`src/rtl/deco_pkg.sv`:
```
// deco_pkg: shared definitions for the deco_seq_burst slice.
// Holds the sequencer state type, default widths and the byte table
// contents. Table positions beyond TABLE_LAST read as all-ones.
package deco_pkg;

  localparam int unsigned DATA_W_DEF = 8;
  localparam int unsigned REF_W_DEF  = 6;
  localparam int unsigned TABLE_LAST = 13;

  typedef enum logic [1:0] {
    ST_IDLE,
    ST_FETCH,
    ST_PRESENT,
    ST_DONE
  } deco_state_e;

  // Defined table entries, index 0..TABLE_LAST.
  localparam logic [7:0] DECO_TABLE [TABLE_LAST+1] = '{
    8'h21, 8'h22, 8'h23, 8'h24, 8'h25, 8'h26, 8'h27, 8'h28, 8'h29,
    8'h41, 8'h42, 8'h43, 8'h44,
    8'hF0
  };

endpackage

```
`src/rtl/deco_seq_burst_if.sv`:
```
// deco_seq_burst_if: request/response bundle between a consumer and
// deco_seq_burst.
//   master : drives Start, Mode, Ref, Abort, Ack; observes the outputs.
//   slave  : the sequencer; drives Dato_out, Valid, Busy, Done, Idx.
// With DECO_PARITY_EN defined an extra Parity signal is carried.
interface deco_seq_burst_if
  import deco_pkg::*;
#(
  parameter int unsigned DATA_W = DATA_W_DEF,
  parameter int unsigned REF_W  = REF_W_DEF,
  parameter int unsigned IDX_W  = 4
);

  logic              Start;
  logic              Mode;
  logic [REF_W-1:0]  Ref;
  logic              Abort;
  logic              Ack;
  logic [DATA_W-1:0] Dato_out;
  logic              Valid;
  logic              Busy;
  logic              Done;
  logic [IDX_W-1:0]  Idx;
`ifdef DECO_PARITY_EN
  logic              Parity;

  modport master (
    output Start, Mode, Ref, Abort, Ack,
    input  Dato_out, Valid, Busy, Done, Idx, Parity
  );

  modport slave (
    input  Start, Mode, Ref, Abort, Ack,
    output Dato_out, Valid, Busy, Done, Idx, Parity
  );
`else
  modport master (
    output Start, Mode, Ref, Abort, Ack,
    input  Dato_out, Valid, Busy, Done, Idx
  );

  modport slave (
    input  Start, Mode, Ref, Abort, Ack,
    output Dato_out, Valid, Busy, Done, Idx
  );
`endif

endinterface

```
`src/rtl/deco_rom.sv`:
```
// deco_rom: combinational byte table lookup.
//   idx    : table index
//   data_c : table byte (all-ones where the table has no entry)
module deco_rom
  import deco_pkg::*;
#(
  parameter int unsigned DATA_W = DATA_W_DEF,
  parameter int unsigned REF_W  = REF_W_DEF
) (
  input  logic [REF_W-1:0]  idx,
  output logic [DATA_W-1:0] data_c
);

  always_comb begin
    data_c = '1;
    if (32'(idx) <= TABLE_LAST) begin
      data_c = DATA_W'(DECO_TABLE[4'(idx)]);
    end
  end

endmodule

```
`src/rtl/deco_seq_burst.sv`:
```
// deco_seq_burst: reads one byte, or a burst of SEQ_LEN bytes, from the
// deco table starting at a requested index and hands each byte to a
// consumer with a Valid/Ack handshake.
//   Clock, Reset : rising-edge clock, asynchronous active-low reset
//   bus (slave)  : Start/Mode/Ref request, Abort, Ack in;
//                  Dato_out, Valid, Busy, Done, Idx out (all registered)
// Optional: define DECO_PARITY_EN to add a registered Parity output
// (XOR of Dato_out).
module deco_seq_burst
  import deco_pkg::*;
#(
  parameter int unsigned DATA_W  = DATA_W_DEF,
  parameter int unsigned REF_W   = REF_W_DEF,
  parameter int unsigned SEQ_LEN = 9
) (
  input  logic            Clock,
  input  logic            Reset,
  deco_seq_burst_if.slave bus
);

  localparam int unsigned     IDX_W  = $clog2(SEQ_LEN);
  localparam logic [IDX_W-1:0] LAST_K = IDX_W'(SEQ_LEN - 1);

  deco_state_e       state;
  logic [REF_W-1:0]  ref_q;
  logic              mode_q;
  logic [IDX_W-1:0]  k_q;
  logic [DATA_W-1:0] data_q;
  logic              valid_q;
  logic              busy_q;
  logic              done_q;
  logic [REF_W-1:0]  addr_c;
  logic [DATA_W-1:0] rom_data_c;

  // Table address wraps naturally at 2^REF_W.
  assign addr_c = ref_q + REF_W'(k_q);

  deco_rom #(
    .DATA_W (DATA_W),
    .REF_W  (REF_W)
  ) u_rom (
    .idx    (addr_c),
    .data_c (rom_data_c)
  );

`ifdef DECO_PARITY_EN
  logic parity_q;
  assign bus.Parity = parity_q;
`endif

  // Sequencer. PRESENT spends its first cycle raising Valid, so Ack is
  // only honoured once Valid is already visible to the consumer.
  always_ff @(posedge Clock or negedge Reset) begin
    if (!Reset) begin
      state   <= ST_IDLE;
      ref_q   <= '0;
      mode_q  <= 1'b0;
      k_q     <= '0;
      data_q  <= '0;
      valid_q <= 1'b0;
      busy_q  <= 1'b0;
      done_q  <= 1'b0;
`ifdef DECO_PARITY_EN
      parity_q <= 1'b0;
`endif
    end else if (state != ST_IDLE && bus.Abort) begin
      // Abort beats any Ack in the same cycle and never reports Done.
      state   <= ST_IDLE;
      valid_q <= 1'b0;
      busy_q  <= 1'b0;
      done_q  <= 1'b0;
    end else begin
      case (state)
        ST_IDLE: begin
          if (bus.Start) begin
            ref_q  <= bus.Ref;
            mode_q <= bus.Mode;
            k_q    <= '0;
            busy_q <= 1'b1;
            state  <= ST_FETCH;
          end
        end
        ST_FETCH: begin
          data_q <= rom_data_c;
`ifdef DECO_PARITY_EN
          parity_q <= ^rom_data_c;
`endif
          state  <= ST_PRESENT;
        end
        ST_PRESENT: begin
          if (!valid_q) begin
            valid_q <= 1'b1;
          end else if (bus.Ack) begin
            valid_q <= 1'b0;
            if (!mode_q || k_q == LAST_K) begin
              done_q <= 1'b1;
              state  <= ST_DONE;
            end else begin
              k_q   <= k_q + IDX_W'(1);
              state <= ST_FETCH;
            end
          end
        end
        ST_DONE: begin
          done_q <= 1'b0;
          busy_q <= 1'b0;
          state  <= ST_IDLE;
        end
        default: state <= ST_IDLE;
      endcase
    end
  end

  assign bus.Dato_out = data_q;
  assign bus.Valid    = valid_q;
  assign bus.Busy     = busy_q;
  assign bus.Done     = done_q;
  assign bus.Idx      = k_q;

endmodule

```
`src/flat_wrapper.sv`:
```
// flat-port wrapper written by rule: the top's interface ports become plain ports
module deco_seq_burst_flat import deco_pkg::*;
#(
  parameter int unsigned DATA_W  = DATA_W_DEF,
  parameter int unsigned REF_W   = REF_W_DEF,
  parameter int unsigned SEQ_LEN = 9
)
  (Clock, Reset, bus_Start, bus_Mode, bus_Ref, bus_Abort, bus_Ack, bus_Dato_out, bus_Valid, bus_Busy, bus_Done, bus_Idx);
  deco_seq_burst_if #(.DATA_W(DATA_W), .REF_W(REF_W), .IDX_W(($clog2(SEQ_LEN)))) bus_i ();
  input  logic Clock;
  input  logic Reset;
  input wire logic [$bits(bus_i.Start)-1:0] bus_Start;
  input wire logic [$bits(bus_i.Mode)-1:0] bus_Mode;
  input wire logic [$bits(bus_i.Ref)-1:0] bus_Ref;
  input wire logic [$bits(bus_i.Abort)-1:0] bus_Abort;
  input wire logic [$bits(bus_i.Ack)-1:0] bus_Ack;
  output wire logic [$bits(bus_i.Dato_out)-1:0] bus_Dato_out;
  output wire logic [$bits(bus_i.Valid)-1:0] bus_Valid;
  output wire logic [$bits(bus_i.Busy)-1:0] bus_Busy;
  output wire logic [$bits(bus_i.Done)-1:0] bus_Done;
  output wire logic [$bits(bus_i.Idx)-1:0] bus_Idx;
  assign bus_i.Start = bus_Start;
  assign bus_i.Mode = bus_Mode;
  assign bus_i.Ref = bus_Ref;
  assign bus_i.Abort = bus_Abort;
  assign bus_i.Ack = bus_Ack;
  assign bus_Dato_out = bus_i.Dato_out;
  assign bus_Valid = bus_i.Valid;
  assign bus_Busy = bus_i.Busy;
  assign bus_Done = bus_i.Done;
  assign bus_Idx = bus_i.Idx;
  deco_seq_burst #(.DATA_W(DATA_W), .REF_W(REF_W), .SEQ_LEN(SEQ_LEN)) u_core (.Clock(Clock), .Reset(Reset), .bus(bus_i));
endmodule
```
`config.mk`:
```
export PLATFORM = sky130hd
export DESIGN_NAME = deco_seq_burst_flat
export DESIGN_NICKNAME = d
export VERILOG_FILES = /design/src/rtl/deco_pkg.sv /design/src/rtl/deco_seq_burst_if.sv /design/src/rtl/deco_rom.sv /design/src/rtl/deco_seq_burst.sv /design/src/flat_wrapper.sv
export SDC_FILE = /design/constraint.sdc
export NUM_CORES = 1
export LEC_CHECK = 0
export BUFFER_PORTS_ARGS = -buffer_cell sky130_fd_sc_hd__clkbuf_2
export CAP_MARGIN = 20
export CORE_MARGIN = 2
export CORE_UTILIZATION = 59
export DETAILED_ROUTE_END_ITERATION = 10
export PLACE_DENSITY = 0.88
export REMOVE_ABC_BUFFERS = 1
export SLEW_MARGIN = 0
export SYNTH_ARGS = -nofsm -noshare
export SYNTH_HDL_FRONTEND = slang
export SYNTH_SLANG_ARGS = --single-unit
export TNS_END_PERCENT = 5
```
`constraint.sdc`:
```
create_clock -name Clock -period 3.5 [get_ports Clock]
set_input_delay 0.175 -clock Clock [delete_from_list [all_inputs] [get_ports Clock]]
set_output_delay 0.175 -clock Clock [all_outputs]
set_load 0.01 [all_outputs]
```
* Yosys cells after proc, flatten, opt, wreduce, memory -nomap -nowiden *
Memory sizes are Yosys's and may differ from the RTL's.
Index checks and enable logic that the tools add are counted.

storage, ports and cells
  register bits = 24
  input bits = 12
  bits in read-only memories = 128
  word-level logic and storage cells = 68
  output and inout port bits = 15
  memories kept = 1
  memory bits (writable) = 0
  latch bits = 0

memory list
  memory           words  bits a word  rd ports  clocked after Yosys merged registers in  write ports  line            source
  (no name shown)  16     8            1         0                                        0            deco_rom.sv:17  data_c = DATA_W'(DECO_TABLE[4'(idx)]);

operators by class
  eq/ne operators = 12
  reductions and logical operators = 15
  $add $sub $neg = 2
  multiply operators = 0
  multiplexer cells = 26
  div/mod/pow operators = 0
  bitwise logic cells = 2
  shift-type cells = 0
  magnitude comparators = 2

operators by type and width
  cell                   number
  $mux W8                3
  $mux W4                4
  $mux W1                10
  $mux W2                5
  $pmux W2 S4            1
  $pmux W4 S2            1
  $add A6 B4 Y6          1
  $le A6 B4 Y1 const B   1
  $ne A2 B2 Y1 const B   3
  $ne A3 B1 Y1 const B   2
  $ne A3 B2 Y1 const B   2
  $reduce_and A3 Y1      2
  $reduce_and A6 Y1      1
  $reduce_bool A2 Y1     3
  $reduce_bool A3 Y1     2
  $ge A5 B5 Y1 const B   1
  $not A4 Y5             1
  $add A4 B1 Y4 const B  1
  $eq A2 B2 Y1 const B   2
  $eq A4 B4 Y1 const B   1
  $pmux W1 S2            2
  $reduce_and A2 Y1      2
  $reduce_and A4 Y1      1
  $eq A2 B1 Y1 const B   1
  6 further kinds        6

* Longest topological paths before layout *
  word-level depth = 7
  depth in mapped cells = 8
  depth with buffers taken out = 7

* Modules after synthesis *
A second synthesis with hierarchy kept.

second synthesis, totals
  cell total of the unflattened synthesis = 126
  area, all modules = 1410.1 um2

modules (own cells, without submodules)
  module          area each (um2)  sequential area each (um2)  cells each  times used
  deco_seq_burst  1198.6           600.6                       97          1
  deco_rom        211.5            0.0                         29          1

* Worst setup path after synthesis *
Ideal clock, no wire load.

  path type = reg2reg
  start = reg u_core.k_q[0], in the netlist u_core.bus.Idx[0]
  end = reg u_core.data_q[4], in the netlist u_core.bus.Dato_out[4]
  stages on the path, launching flop included = 8
  buffers on the path = 0
  setup time = 0.082 ns
  data arrival time = 2.064 ns
  path slack = 1.354 ns
  required time = 3.418 ns
  period minus slack after synthesis = 2.146 ns
  cells stage by stage = dfrtp_1 ha_1 fa_1 inv_1 ha_1 nor3_1 a211oi_4 a31oi_1

between the ends
  word-level cells in the longest chain between the ends = 6
  elaborated cells on any way between the ends = 7
  classes of those cells = 1 x add/sub; 1 x order compare; 3 x mux; 1 x bitwise; 1 x memory

ends and longest elaborated chain
  element                                      line                  source
  from (decl)                                  deco_seq_burst.sv:27  logic [IDX_W-1:0] k_q;
  from (signal assigned)                       deco_seq_burst.sv:99  k_q <= k_q + IDX_W'(1);
  $add A6 B4 Y6 *                              deco_seq_burst.sv:36  assign addr_c = ref_q + REF_W'(k_q);
  $not A4 Y5 (implied by the code)             deco_rom.sv:17
  $mem_v2 Z16 W8                               --
  $mux W8 (implied by the code) (2 in series)  deco_rom.sv:17
  $mux W8 *                                    deco_rom.sv:16        if (32'(idx) <= TABLE_LAST) begin
  to (signal assigned)                         deco_seq_burst.sv:84  data_q <= rom_data_c;
  to (decl)                                    deco_seq_burst.sv:28  logic [DATA_W-1:0] data_q;

Mark *: on every way between the ends. The rest lies on a longest branch, timed or not. The select of a mux whose other input is x is not followed.
A chain may end at the register's enable or synchronous reset.

* Worst setup path in the final report *
  start = reg u_core.k_q[0], in the netlist u_core.bus.Idx[0]
  end = reg u_core.data_q[1], in the netlist u_core.bus.Dato_out[1]

The elaborated chain is that of the path after synthesis.

==> metrics.txt <==
DRT iter0 DRCs 30; DP HPWL about 2200 microns; synth top area cells dfrtp_1 (39%), ha_1 (13%), mux2_2 (5.4%); WL per Instance between 10 and 15 microns; crit end category register; Yosys top cell area share 0.3932; Setup Buffers After CTS 0; WL final approximately 2800 microns; pin count of the biggest net entering global routing 24; drt pass-1 iters 4; vias in the first global route slightly above 1000; Post-synth EDFFs 0; pwr/cell area 838.3 mW/mm^2; RSZ-0062 raised after global routing no; Clock Sinks 23; WS Path Type register to register; I/O pins 27; Worst EP arrival 2.52 ns; met3 WL approximately 130 microns; Max VDD drop approximately 0.00052 V; total grt overflow 0; GRT Util Overall 0.2100; ys async rst share 1.000; via count 1168; most common cell in the netlist dfrtp_1; final clock skew 0.001548 ns; Skew-Pair Late Insertion Delay between 0.3 and 0.4 ns; Post-synth top flop dfrtp_1; CTS buffer count 3; area of the core approximately 0.0024 sq mm; Reg clk slew, reported paths 0.12 ns; worst hold slack 0.07435 ns; Post-CTS Hold Buffers 1; die height ~54 microns; fin nets about 200; Synth warnings 0; filler-free cell count of the finished design around 200; first-pass GRT wire length around 4400 microns; max_cap viols 0; post-synthesis cell area about 0.0015 sq mm; endpoints failing setup 0; post-route ant nets 0; Die Width approximately 54 microns; Final Power 1.391 mW; H-Tree Depth 1; antenna diode count 0; Final Hold Viols 0; GP Congestion between 0.8 and 0.9; Post-synth top cells dfrtp_1 (23), nor2_1 (19), ha_1 (15), inv_1 (11), a21oi_1 (10); # DRC 0; met1 wire length around 1200 microns; crit path launch type register; CP required about 3.7 ns; Leakage 0.8043 nW; Hold Crit Class input pin to register; Placed Cells roughly 200; Critical Path Fanout Max 7; final setup TNS 0 ns; layout cells sized above 1 0.2414; Final Critical Period 2.277 ns; dominant cell type by area after synthesis dfrtp_1; CTS Buffer Depth 2; number of antenna violations at the first check in global routing 0; Root Driver clkbuf_4; uppermost layer routed met4; Initial Util 0.6075; Via density roughly 5.7; Tightest Pin Transition approximately 0.55 ns; f_max around 440 MHz; row count 18; Layout area overhead 13.33%; DIE AREA between 0.002 and 0.003 sq mm; syn_area_per_cell roughly 10 sq um; status complete, no violations; final slew viol count 0; Synth Instances between 100 and 150; met2 routed WL around 1400 microns; Max-Slew Margin vs Limit 0.6322; TritonCTS clock tree yes; Final Core Density 0.6885; Seq/Total Area, Yosys 0.3932; Distinct cells, synth 36; post-CTS sizing 0; Final period util 0.6506; Yosys reg bits 23; # port buffers 26
==> stage by stage <==
stage          instance area [sq um]  setup slack (ns)
2_1_floorplan                   1448             1.354
3_3_place_gp                    1623             1.349
3_5_place_dp                    1623             1.213
4_1_cts                         1659             1.210
5_1_grt                         1659             1.049
6_report                        1659             1.223
==> layout by cell type, fill, tap and decap left out, drive strengths merged, types with 4 or more instances in the layout <==
master,netlist,routed
nand3,7,7
inv,12,12
a31oi,7,7
nand2,6,6
xnor2,5,5
mux2i,4,4
clkbuf,1,30
dfrtp,23,23
mux2,8,8
o21ai,4,4
a21oi,11,11
nor2,19,19
ha,15,15
==> power by group <==
part,switching [mW],internal (mW)
clock network,0.0786,0.0445
logic,0.463,0.355
registers,0.0836,0.367
total,0.625,0.766
==> final timing paths <==
check / cells past startpoint / end / start / slack, ns
setup / recovery: 7 / u_core.bus.Dato_out[1]$_DFFE_PN0P_ / u_core.bus.Idx[0]$_DFFE_PN0P_ / 1.22
hold / removal: 2 / u_core.bus.Busy$_DFFE_PN0P_ / bus_Start / 0.07
setup reg to reg: 7 / u_core.bus.Dato_out[1]$_DFFE_PN0P_ / u_core.bus.Idx[0]$_DFFE_PN0P_ / 1.22
hold reg to reg: 1 / u_core.ref_q[3]$_DFFE_PN0P_ / u_core.ref_q[3]$_DFFE_PN0P_ / 0.53
max in group asynchronous: 2 / u_core.ref_q[5]$_DFFE_PN0P_ / Reset / 2.77
min in group asynchronous: 2 / u_core.bus.Dato_out[5]$_DFFE_PN0P_ / Reset / 0.36
==> layout make-up <==
type | instances | area, sq um
repair buffers | 28 | 147.6
inverters | 12 | 45.04
multi-input cells | 107 | 827.0
flip-flops and latches | 23 | 575.6
fillers | 183 | 750.7
well taps | 30 | 37.54
clock buffers | 4 | 26.28
==> critical path, stage by stage, from the launching register on <==
cell and delay (ns):
dfrtp_1 0.45, ha_1 0.25, fa_1 0.56, inv_1 0.10
ha_1 0.20, nor3_1 0.31, a211oi_4 0.14, a31oi_1 0.19
==> metal layers <==
metal / up-vias / GRT usage
met5: - / 0
met4: 0 / 0.1026
met3: 8 / 0.02500
met2: 47 / 0.3394
met1: 546 / 0.2781
li1: 567 / -
==> cells by family after synthesis <==
kind of cell,Yosys count,share of synthesized area
DFF,23,0.3932
buffers and inverters,15,0.04187
xor gates and xnor gates,7,0.05470
AOI/OAI and AO/OA,33,0.1590
muxes,12,0.09145
adders and majority gates,16,0.1419
and+or+nand+nor,39,0.1180
==> sequential cells by signal (all words and copies together) (netlist names) <==
signal	cells
u_core.ref_q	6
u_core.mode_q	1
u_core.bus.Busy	1
u_core.bus.Valid	1
u_core.bus.Done	1
u_core.bus.Idx	4
u_core.state	2
u_core.bus.Dato_out	7
Note: power is estimated with default switching activity, not from simulation.
